[src/rtl/mbm_pkg.sv]
// Shared defaults for the multiplier/antilog datapath: log field widths,
// the bias-correction constant and the derived product width.
package mbm_pkg;

   localparam int CHAR_W_DEF = 4;
   localparam int FRAC_W_DEF = 7;
   localparam int BIAS_K_DEF = 5;

   // Product width: a k-bit characteristic can place the leading one at bit 2**k-1.
   function automatic int out_w(input int char_w);
      return 2 ** char_w;
   endfunction

   localparam int OUT_W_DEF = out_w(CHAR_W_DEF);

endpackage

[src/rtl/antilog_shift.sv]
// Combinational antilog shifter: places mantissa {1,f} so that its leading
// one lands at bit k, truncating whatever falls below bit 0.
module antilog_shift
   import mbm_pkg::*;
#(
   parameter  int CHAR_W = CHAR_W_DEF,
   parameter  int FRAC_W = FRAC_W_DEF,
   localparam int OUT_W  = out_w(CHAR_W)
)(
   input  logic [FRAC_W:0]   i_mant,
   input  logic [CHAR_W-1:0] i_char,
   output logic [OUT_W-1:0]  o_data
);

   logic [OUT_W+FRAC_W-1:0] w_wide;

   // (m << k) >> FRAC_W covers both the k >= FRAC_W and k < FRAC_W cases in
   // one shifter; the widest case (k max, m all ones) still fits in OUT_W.
   assign w_wide = {{(OUT_W-1){1'b0}}, i_mant} << i_char;
   assign o_data = OUT_W'(w_wide >> FRAC_W);

endmodule

[src/rtl/antilog_conv.sv]
// Two-stage elastic antilog converter (log domain -> approximate product).
// Optional saturating fraction bias correction: define ANTILOG_BIAS_CORR_EN.
module antilog_conv
   import mbm_pkg::*;
#(
   parameter  int CHAR_W = CHAR_W_DEF,
   parameter  int FRAC_W = FRAC_W_DEF,
   parameter  int BIAS_K = BIAS_K_DEF,
   localparam int OUT_W  = out_w(CHAR_W)
)(
   input  logic              clk,
   input  logic              rst_n,
   input  logic              in_valid,
   output logic              in_ready,
   input  logic [CHAR_W-1:0] in_char,
   input  logic [FRAC_W-1:0] in_frac,
   input  logic              in_zero,
   output logic              out_valid,
   input  logic              out_ready,
   output logic [OUT_W-1:0]  out_data
);

   if (BIAS_K < 0 || BIAS_K >= 2 ** FRAC_W) begin : g_bad_bias
      $error("antilog_conv: BIAS_K must lie in [0, 2**FRAC_W)");
   end

   logic              r_s1_valid;
   logic              r_s1_zero;
   logic [CHAR_W-1:0] r_s1_char;
   logic [FRAC_W:0]   r_s1_mant;
   logic              r_out_valid;
   logic [OUT_W-1:0]  r_out_data;

   logic              w_s2_ld;
   logic              w_s1_adv;
   logic              w_in_ready;
   logic [FRAC_W-1:0] w_frac_c;
   logic [OUT_W-1:0]  w_shifted;

`ifdef ANTILOG_BIAS_CORR_EN
   logic [FRAC_W:0] w_frac_sum;

   // Saturate instead of carrying into k: a carry would double the result.
   assign w_frac_sum = {1'b0, in_frac} + (FRAC_W+1)'(BIAS_K);
   assign w_frac_c   = w_frac_sum[FRAC_W] ? '1 : w_frac_sum[FRAC_W-1:0];
`else
   assign w_frac_c   = in_frac;
`endif

   assign w_s2_ld    = !r_out_valid || out_ready;
   assign w_s1_adv   = r_s1_valid && w_s2_ld;
   assign w_in_ready = !r_s1_valid || w_s1_adv;

   assign in_ready   = w_in_ready;
   assign out_valid  = r_out_valid;
   assign out_data   = r_out_data;

   always_ff @(posedge clk or negedge rst_n) begin
      if (!rst_n) begin
         r_s1_valid <= 1'b0;
         r_s1_zero  <= 1'b0;
         r_s1_char  <= '0;
         r_s1_mant  <= '0;
      end else if (w_in_ready) begin
         r_s1_valid <= in_valid;
         if (in_valid) begin
            r_s1_zero <= in_zero;
            r_s1_char <= in_char;
            r_s1_mant <= {1'b1, w_frac_c};
         end
      end
   end

   antilog_shift #(
      .CHAR_W (CHAR_W),
      .FRAC_W (FRAC_W)
   ) u_shift (
      .i_mant (r_s1_mant),
      .i_char (r_s1_char),
      .o_data (w_shifted)
   );

   always_ff @(posedge clk or negedge rst_n) begin
      if (!rst_n) begin
         r_out_valid <= 1'b0;
         r_out_data  <= '0;
      end else if (w_s2_ld) begin
         r_out_valid <= r_s1_valid;
         if (r_s1_valid)
            r_out_data <= r_s1_zero ? '0 : w_shifted;
      end
   end

endmodule
[config.mk]
export PLATFORM = sky130hd
export DESIGN_NAME = antilog_conv
export DESIGN_NICKNAME = d
export VERILOG_FILES = /design/src/rtl/mbm_pkg.sv /design/src/rtl/antilog_shift.sv /design/src/rtl/antilog_conv.sv
export SDC_FILE = /design/constraint.sdc
export NUM_CORES = 1
export LEC_CHECK = 0
export ABC_AREA = 1
export CORE_ASPECT_RATIO = 0.5
export CORE_MARGIN = 5
export CORE_UTILIZATION = 58
export CTS_BUF_LIST = sky130_fd_sc_hd__clkbuf_8
export DETAILED_ROUTE_END_ITERATION = 10
export DONT_BUFFER_PORTS = 1
export PLACE_DENSITY = 0.75
export SLEW_MARGIN = 20
export SYNTH_ARGS = -nofsm -noshare
export SYNTH_HDL_FRONTEND = slang
export SYNTH_SLANG_ARGS = --single-unit
[constraint.sdc]
create_clock -name clk -period 1.44 [get_ports clk]
set_clock_uncertainty 0.15 [all_clocks]
set_input_delay 0.144 -clock clk [delete_from_list [all_inputs] [get_ports clk]]
set_output_delay 0.144 -clock clk [all_outputs]
set_load 0.1 [all_outputs]
# --- After elaboration in Yosys (flattened, before gate mapping) ---
# Index checks and enable logic that the tools add are counted.
word_totals:
  mem_bits_rw: 0
  rom_bits: 0
  n_memories: 0
  output_inout_bits: 18
  reg_bits: 31
  in_bits: 16
  latch_bits: 0
op_classes:
  n_mul: 0
  order_cmp: 0
  addsub: 0
  n_bitwise: 0
  n_div: 0
  mux: 1
  eq_ne: 0
  n_reduce_logical: 7
  n_shift: 1
op_table:
  columns: ["operator", "n"]
  rows:
  - ["8-bit by 4-bit << shifter with 23-bit output", 1]
  - ["16-bit 2-to-1 mux", 1]
  - ["2-bit AND reduction", 2]
  - ["1-bit zero test", 2]
  - ["1-bit logical OR", 2]
  - ["1-bit logical AND", 1]

# --- Longest topological paths before layout ---
# Gate-level depths: netlist of run 1.
depth:
  word_depth: 5
  ltp_mapped: 8
  ltp_nobuf: 8

# --- By module ---
# From an unflattened synthesis of run 1, not the netlist that was laid out.
unflattened:
  hier_cells: 229
  area_unflattened_um2: 1783.0
modules_own_cells:
  columns: ["module", "cells_each", "seq_area_each_um2", "instances", "area_per_inst_um2"]
  rows:
  - ["antilog_conv", 132, 775.7, 1, 1255.0]
  - ["antilog_shift", 97, 0.0, 1, 528.0]

# --- Worst setup path before layout of run 1 ---
# Ideal clock, no wire load.
synth_timing:
  path_kind: "register to register"
  from: "register r_out_valid, in the netlist out_valid"
  to: "register r_s1_mant[0]"
  arrival_ns: 2.447
  stages_incl_launch_ff: 4
  n_path_buf: 0
  path_slack_ns: -1.282
  synth_period_minus_slack_ns: 2.722
  path_cell_list: "dfrtp_1 nand3_2 nand2_2 mux2_2"
synth_between:
  elab_chain_len: 5
synth_rtl:
  columns: ["element", "line_no", "rtl"]
  rows:
  - ["start: declaration", "antilog_conv.sv:31", "logic r_out_valid;"]
  - ["start signal: assignment", "antilog_conv.sv:88", "r_out_valid <= r_s1_valid;"]
  - ["1-bit zero test", "antilog_conv.sv:50", "assign w_s2_ld = !r_out_valid || out_ready;"]
  - ["1-bit logical OR", "antilog_conv.sv:50", null]
  - ["1-bit logical AND", "antilog_conv.sv:51", "assign w_s1_adv = r_s1_valid && w_s2_ld;"]
  - ["1-bit logical OR", "antilog_conv.sv:52", "assign w_in_ready = !r_s1_valid || w_s1_adv;"]
  - ["named net in_ready", "antilog_conv.sv:14", "output logic in_ready,"]
  - ["2-bit AND reduction (no source line)", null, null]
  - ["end signal: assignment", "antilog_conv.sv:69", "r_s1_mant <= {1'b1, w_frac_c};"]
  - ["end: declaration", "antilog_conv.sv:30", "logic [FRAC_W:0] r_s1_mant;"]
# The timed path passes the listed nets, and every way through them passes these cells.
# A chain may end at the register's enable or synchronous reset.

# --- Worst setup path in the final report of run 1 ---
layout_timing:
  from: "register r_s1_char[0]"
  to: "register r_out_data[6], in the netlist out_data[6]"
layout_between:
  elab_chain_len: 2
layout_rtl:
  columns: ["element", "line_no", "rtl"]
  rows:
  - ["start: declaration", "antilog_conv.sv:29", "logic [CHAR_W-1:0] r_s1_char;"]
  - ["start signal: assignment", "antilog_conv.sv:68", "r_s1_char <= in_char;"]
  - ["8-bit by 4-bit << shifter with 23-bit output", "antilog_shift.sv:19", "assign w_wide = {{(OUT_W-1){1'b0}}, i_mant} << i_char;"]
  - ["16-bit 2-to-1 mux", "antilog_conv.sv:90", "r_out_data <= r_s1_zero ? '0 : w_shifted;"]
  - ["end signal: assignment", "antilog_conv.sv:90", null]
  - ["end: declaration", "antilog_conv.sv:32", "logic [OUT_W-1:0] r_out_data;"]
# No other way between the ends.

==> results of run 1 <==
-- synth_stat cells, drive strengths merged --
cell    count  share of area, %
nand3      33                11
nand4       3               1.2
inv        12               2.9
nand3b      1              0.49
nand2      75                19
mux2        7               5.1
and2        1              0.41
nor2       12               3.1
dfrtp      31                51
a21oi       8               2.6
buf         5               2.0
o31ai       1              0.49
o21ai       4               1.3
-- timing repair --
action / 4_1_cts / 5_1_grt
gates cloned: 0 / 1
pin swaps: 2 / 8
buffers inserted: 1 / 5
gates resized for setup: 6 / 33
hold endpoints to repair: 46 / 0
hold buffers: 15 / 0
endpoints found under the setup margin: 15 / 16
-- metal layers --
metal / routed length, um / share of wire (%) / vias up / GRT usage [%]
met4: 307 / 5.5 / 0 / 9.45
met2: 2480 / 45 / 159 / 39.8
met3: 701 / 13 / 39 / 8.98
met1: 2070 / 37 / 793 / 35.8
met5: 0 / 0 / - / 0
li1: - / - / 726 / -
-- final timing paths --
check	start	endpoint	slack, ns	depth (start not counted)
max reg2reg	r_s1_char[0]	out_data[6]	-0.07	8
min	out_ready	out_valid	0.009	3
min in group asynchronous	rst_n	r_s1_mant[1]	0.15	2
max	r_s1_char[0]	out_data[6]	-0.07	8
max in group asynchronous	rst_n	out_data[2]	0.81	2
min reg2reg	out_data[6]	out_data[6]	0.33	2
-- area by class of cell --
cell class | count | share of cell area (%)
Timing Repair inverter | 1 | 0.338
Clock buffer | 5 | 3.10
Sequential cell | 31 | 35.3
Clock inverter | 2 | 0.338
Inverter | 12 | 2.26
Tap cell | 37 | 2.09
Multi-Input combinational cell | 145 | 38.0
Timing Repair Buffer | 44 | 18.6
-- through the flow --
stage	utilization, %	setup TNS [ns]	setup WS (ns)
final	86.9	-0.453	-0.0660
after global routing	86.9	-0.959	-0.116
after CTS	80.3	-0.00930	-0.00930
after detailed placement	70.1	-0.193	-0.0545
after global placement	70.1	-0.0800	-0.0304
after floorplan	-	-5.52	-0.394
-- power breakdown --
| group | switching (mW) | internal [mW] | total (mW) |
|---|---|---|---|
| combinational | 1.22 | 0.454 | 1.68 |
| sequential | 0.138 | 1.02 | 1.15 |
| clock | 0.322 | 0.318 | 0.640 |
| total | 1.69 | 1.79 | 3.47 |
-- cells by family (layout without fill, tap and decap cells) --
logic type / after synthesis / in the layout / share of synthesized area (%)
AND/OR/NAND/NOR: 125 / 125 / 34.9
AO/OA/AOI/OAI: 13 / 13 / 4.41
multiplexers: 7 / 7 / 5.15
buffers and inverters: 17 / 64 / 4.90
flip-flops: 31 / 31 / 50.7
-- worst min-delay path, cell delays in order --
cell	delay, ns
inv_1	0.10
nand2_4	0.11
nand2_1	0.05
-- flip-flops by register name, indices dropped and copies added, names as in the netlist --
register and cells:
r_s1_valid 1, r_s1_char 4, out_valid 1, r_s1_mant 8
r_s1_zero 1, out_data 16
==> impl_metrics.json, run 1 <==
{
  "ys_seq_area_share_pct": 50.7,
  "fin_crit_ns": 1.51,
  "gp_congestion": 0.876,
  "path_cells": "buf_2 -> buf_4 -> nand2_2 -> nand2_1 -> nand3_1 -> nand3_1 -> nand2_1 -> nand2_1",
  "clock-root-buffer": "clkbuf_8",
  "start_kind": "register",
  "multi_input_area_um2": 843,
  "status": "finished with violations",
  "whs_ns": 0.00852,
  "clk_latency_ns": 0.29,
  "drive_gt1_share_pct": 32.1,
  "die_area_mm2": 0.00383,
  "die_w_um": 82.7,
  "ys_ff_latch": 31,
  "grt_max_degree": 32,
  "ys_warn_count": 0,
  "crit_arrival_ns": 1.53,
  "rsz0062_at_grt": "yes",
  "cap_viol_max_count": 0,
  "vdd_drop_max_uv": 1090,
  "violations": "negative setup slack",
  "nets": 256,
  "grt_pass1_vias": 1436,
  "grtUsageTotal_pct": 26.4,
  "htree_levels": 2,
  "clkTransAtPathRegs_ns": 0.07,
  "synth_cell_types": 18,
  "syn_area_per_cell_um2": 7.94,
  "cts_buffers": 5,
  "grt_overflow": 0,
  "drtIter0Drc": 199,
  "start_util_pct": 60.0,
  "routed-via-count": 1717,
  "grt_pass1_wl_um": 7200,
  "finalPower_mw": 3.47,
  "drc": 0,
  "syn_inst": 193,
  "place.port_buffers": 0,
  "setup_violations": 12,
  "dp.final_hpwl_um": 2860,
  "synth_nets": 209,
  "avgViaCountPerCell": 6.20,
  "num_io_pins": 34,
  "crit_buf_inv": 2,
  "critPathTopFamily": "simple AND/OR/NAND/NOR gates",
  "finalWorstSetupSlack_ns": -0.0660,
  "routedWlPerCell_um": 20.1,
  "routed_wl_um": 5560,
  "row_count": 13,
  "final_area_mm2": 0.00222,
  "netlist_area_mm2": 0.00153,
  "crit_required_ns": 1.46,
  "ant_nets": 0,
  "insertedDiodeCount": 0,
  "place_area_mm2": 0.00179,
  "maxSlewHeadroom_pct": 80.2,
  "max_freq_mhz": 664,
  "regArea_um2": 782,
  "cts.sinks": 31,
  "cpMostUsedCell": "nand2_1",
  "p_per_area_mw_per_mm2": 1570,
  "die_h_um": 46.3,
  "cts_tree": "built",
  "dp_cells": 248,
  "report.final.hold_viol_count": 0,
  "post_layout_nonfiller_instances": 277,
  "maxSlewViolCount": 0,
  "mostFrequentLayoutCell": "nand2_1",
  "cp_slowest_cell": "dfrtp_2",
  "leakage_nw": 1.15,
  "critical_path.max_stage_delay_ns": 0.43,
  "critical_path_class": "register to register",
  "core_mm2": 0.00255,
  "final_cell_mix": "nand2_1 (66), dfrtp_1 (28), buf_4 (25)",
  "antenna_found_initial": 0,
  "timing.final.crit_share_pct": 105,
  "nFillCells": 123,
  "end_kind": "register",
  "hp-class": "input port to register",
  "syn2layout_area_growth_pct": 44.9,
  "path_max_fanout": 4,
  "ctsLongestPathBuffers": 2,
  "tightest_slew_ns": 0.296,
  "drtPass1Iterations": 6
}
Power figures use the tool's default switching activity.
==> run 2: changes to the inputs <==
--- a/config.mk
+++ b/config.mk
@@ -6,7 +6,6 @@
 export NUM_CORES = 1
 export LEC_CHECK = 0
 export ABC_AREA = 1
-export CORE_ASPECT_RATIO = 0.5
 export CORE_MARGIN = 5
 export CORE_UTILIZATION = 58
 export CTS_BUF_LIST = sky130_fd_sc_hd__clkbuf_8
==> run 2 against run 1 <==
- highest routed layer unchanged
- critical path type unchanged
- power shrank 3.8%
- global-route usage shrank 3.2 points
- the flow still finishes with violations (negative setup slack)
- die area shrank 1.6%
- final area shrank 5.2%
- fmax grew 2.8%
- clock-buffer cell count grew 1
- setup slack gained 0.040 ns
==> impl_metrics.json, run 2 (synthesized netlist as in run 1, its figures left out) <==
{
  "maxSlewViolCount": 0,
  "drc": 0,
  "htree_levels": 2,
  "drtIter0Drc": 140,
  "routedWlPerCell_um": 15.9,
  "final_area_mm2": 0.00210,
  "p_per_area_mw_per_mm2": 1590,
  "avgViaCountPerCell": 5.77,
  "p_clk_share_pct": 20.7,
  "ctsLongestPathBuffers": 2,
  "tightest_slew_ns": 0.267,
  "cp_slowest_cell": "dfrtp_4",
  "cap_viol_max_count": 0,
  "clk_latency_ns": 0.29,
  "dp.final_hpwl_um": 2600,
  "grt_overflow": 0,
  "reg2reg_depth": 4,
  "startpoint": "out_valid",
  "start_kind": "register",
  "grt_pass1_wl_um": 6240,
  "row_count": 18,
  "pwr-share-seq_pct": 34.1,
  "die_w_um": 61.4,
  "mostFrequentLayoutCell": "nand2_1",
  "status": "finished with violations",
  "critical_path.max_stage_delay_ns": 0.52,
  "crit_arrival_ns": 1.50,
  "dp_cells": 239,
  "post_layout_nonfiller_instances": 266,
  "die_h_um": 61.4,
  "p_sw_mw": 1.55,
  "violations": "negative setup slack",
  "core_mm2": 0.00250,
  "timing.final.crit_share_pct": 102,
  "max_freq_mhz": 682,
  "gp_congestion": 0.915,
  "place.port_buffers": 0,
  "clkTransAtPathRegs_ns": 0.06,
  "place_ws_ns": -0.00912,
  "syn2layout_area_growth_pct": 37.3,
  "routed_wl_um": 4220,
  "cts_tree": "built",
  "clock-root-buffer": "clkbuf_8",
  "end_kind": "register",
  "finalWorstSetupSlack_ns": -0.0256,
  "cts.sinks": 31,
  "drtPass1Iterations": 4,
  "report.final.hold_viol_count": 0,
  "ant_nets": 0,
  "combPwrFrac_pct": 45.2,
  "routed-via-count": 1536,
  "crit_required_ns": 1.48,
  "hp-class": "input port to asynchronous set/reset pin",
  "grt_pass1_vias": 1372,
  "r2r-end": "out_data[14]",
  "num_io_pins": 34,
  "antenna_found_initial": 0,
  "vdd_drop_max_uv": 1600,
  "critical_path_class": "register to register",
  "r2r-start": "out_valid",
  "nets": 251,
  "place_area_mm2": 0.00177,
  "fin_crit_ns": 1.47,
  "nFillCells": 143,
  "cts_buffers": 5,
  "path_cells": "nand2_4 -> nand4_1 -> buf_4 -> o31ai_2",
  "setup_violations": 3,
  "grt_max_degree": 32,
  "drive_gt1_share_pct": 22.9,
  "p_int_mw": 1.79,
  "maxSlewHeadroom_pct": 82.0,
  "leakage_nw": 1.11,
  "insertedDiodeCount": 0,
  "die_area_mm2": 0.00377,
  "whs_ns": 0.160,
  "switching_share_pct": 46.5,
  "final_cell_mix": "nand2_1 (71), nand3_1 (30), dfrtp_1 (29)",
  "path_max_fanout": 4,
  "reg2reg_slack_ns": -0.03,
  "grtUsageTotal_pct": 23.2,
  "rsz0062_at_grt": "yes",
  "utilization_pct": 84.1,
  "start_util_pct": 61.3,
  "largest_reg_flops": 16
}
==> run 2: cell count changes in the layout (fill, tap and decap cells not counted), sizes merged <==
cell	previous run	this run
buf	30	25
clkbuf	5	6
clkinv	0	1
clkinvlp	1	0
dlymetal6s4s	0	1
inv	14	13
==> run 2: what timing repair did <==
item,in CTS,in global routing
hold buffers,16,0
gates cloned,0,0
setup endpoints to repair,3,14
pin swaps,0,4
buffers inserted,0,3
hold endpoints to repair,46,0
resized for setup,4,15
==> run 2: per-layer routing <==
metal | global-route usage [%] | share of wire, %
met3 | 6.92 | 7.8
met2 | 37.9 | 49
met4 | 8.48 | 2.7
met5 | 0 | 0
met1 | 29.4 | 40
==> run 2: worst max-delay path by stage <==
| stage | endpoint | cells past startpoint | slack (ns) |
|---|---|---|---|
| 2_1_floorplan | r_s1_mant[0] | 3 | -0.39 |
| 3_3_place_gp | out_data[5] | 7 | -0.01 |
| 3_5_place_dp | out_data[5] | 7 | -0.009 |
| 4_1_cts | in_ready | 2 | -0.0003 |
| 5_1_grt | out_data[4] | 5 | -0.09 |
| 6_report | out_data[14] | 4 | -0.03 |
==> run 2: final cells by class <==
type                            count  area, um^2  share of cell area [%]
Clock buffer                        6        82.6                    3.93
Clock inverter                      2        8.76                   0.416
Inverter                           12        50.0                    2.38
Multi-Input combinational cell    145         766                    36.4
Sequential cell                    31         781                    37.1
Tap cell                           30        37.5                    1.78
Timing Repair Buffer               40         378                    18.0
==> run 2: per-stage QoR <==
stage | power (mW) | setup TNS (ns)
global route | 3.50 | -0.481
finish | 3.34 | -0.0498
global placement | 2.49 | -0.0121
detailed placement | 2.51 | -0.00912
floorplan | 2.23 | -5.52
CTS | 3.26 | -0.000310
==> run 2: power groups by stage <==
stage                     clock network [mW]  registers [mW]  logic (mW)
after floorplan                            0            1.74       0.484
after global placement                     0            1.13        1.36
after detailed placement                   0            1.14        1.37
after CTS                              0.696            1.13        1.43
after global routing                   0.750            1.15        1.60
final                                  0.692            1.14        1.51
==> run 2: worst max-delay path: cells and delay by family (launching register included) <==
| kind | cells | cell delay (ns) |
|---|---|---|
| compound gates | 1 | 0.21 |
| buf+inv | 1 | 0.22 |
| flops | 1 | 0.52 |
| simple gates | 2 | 0.27 |
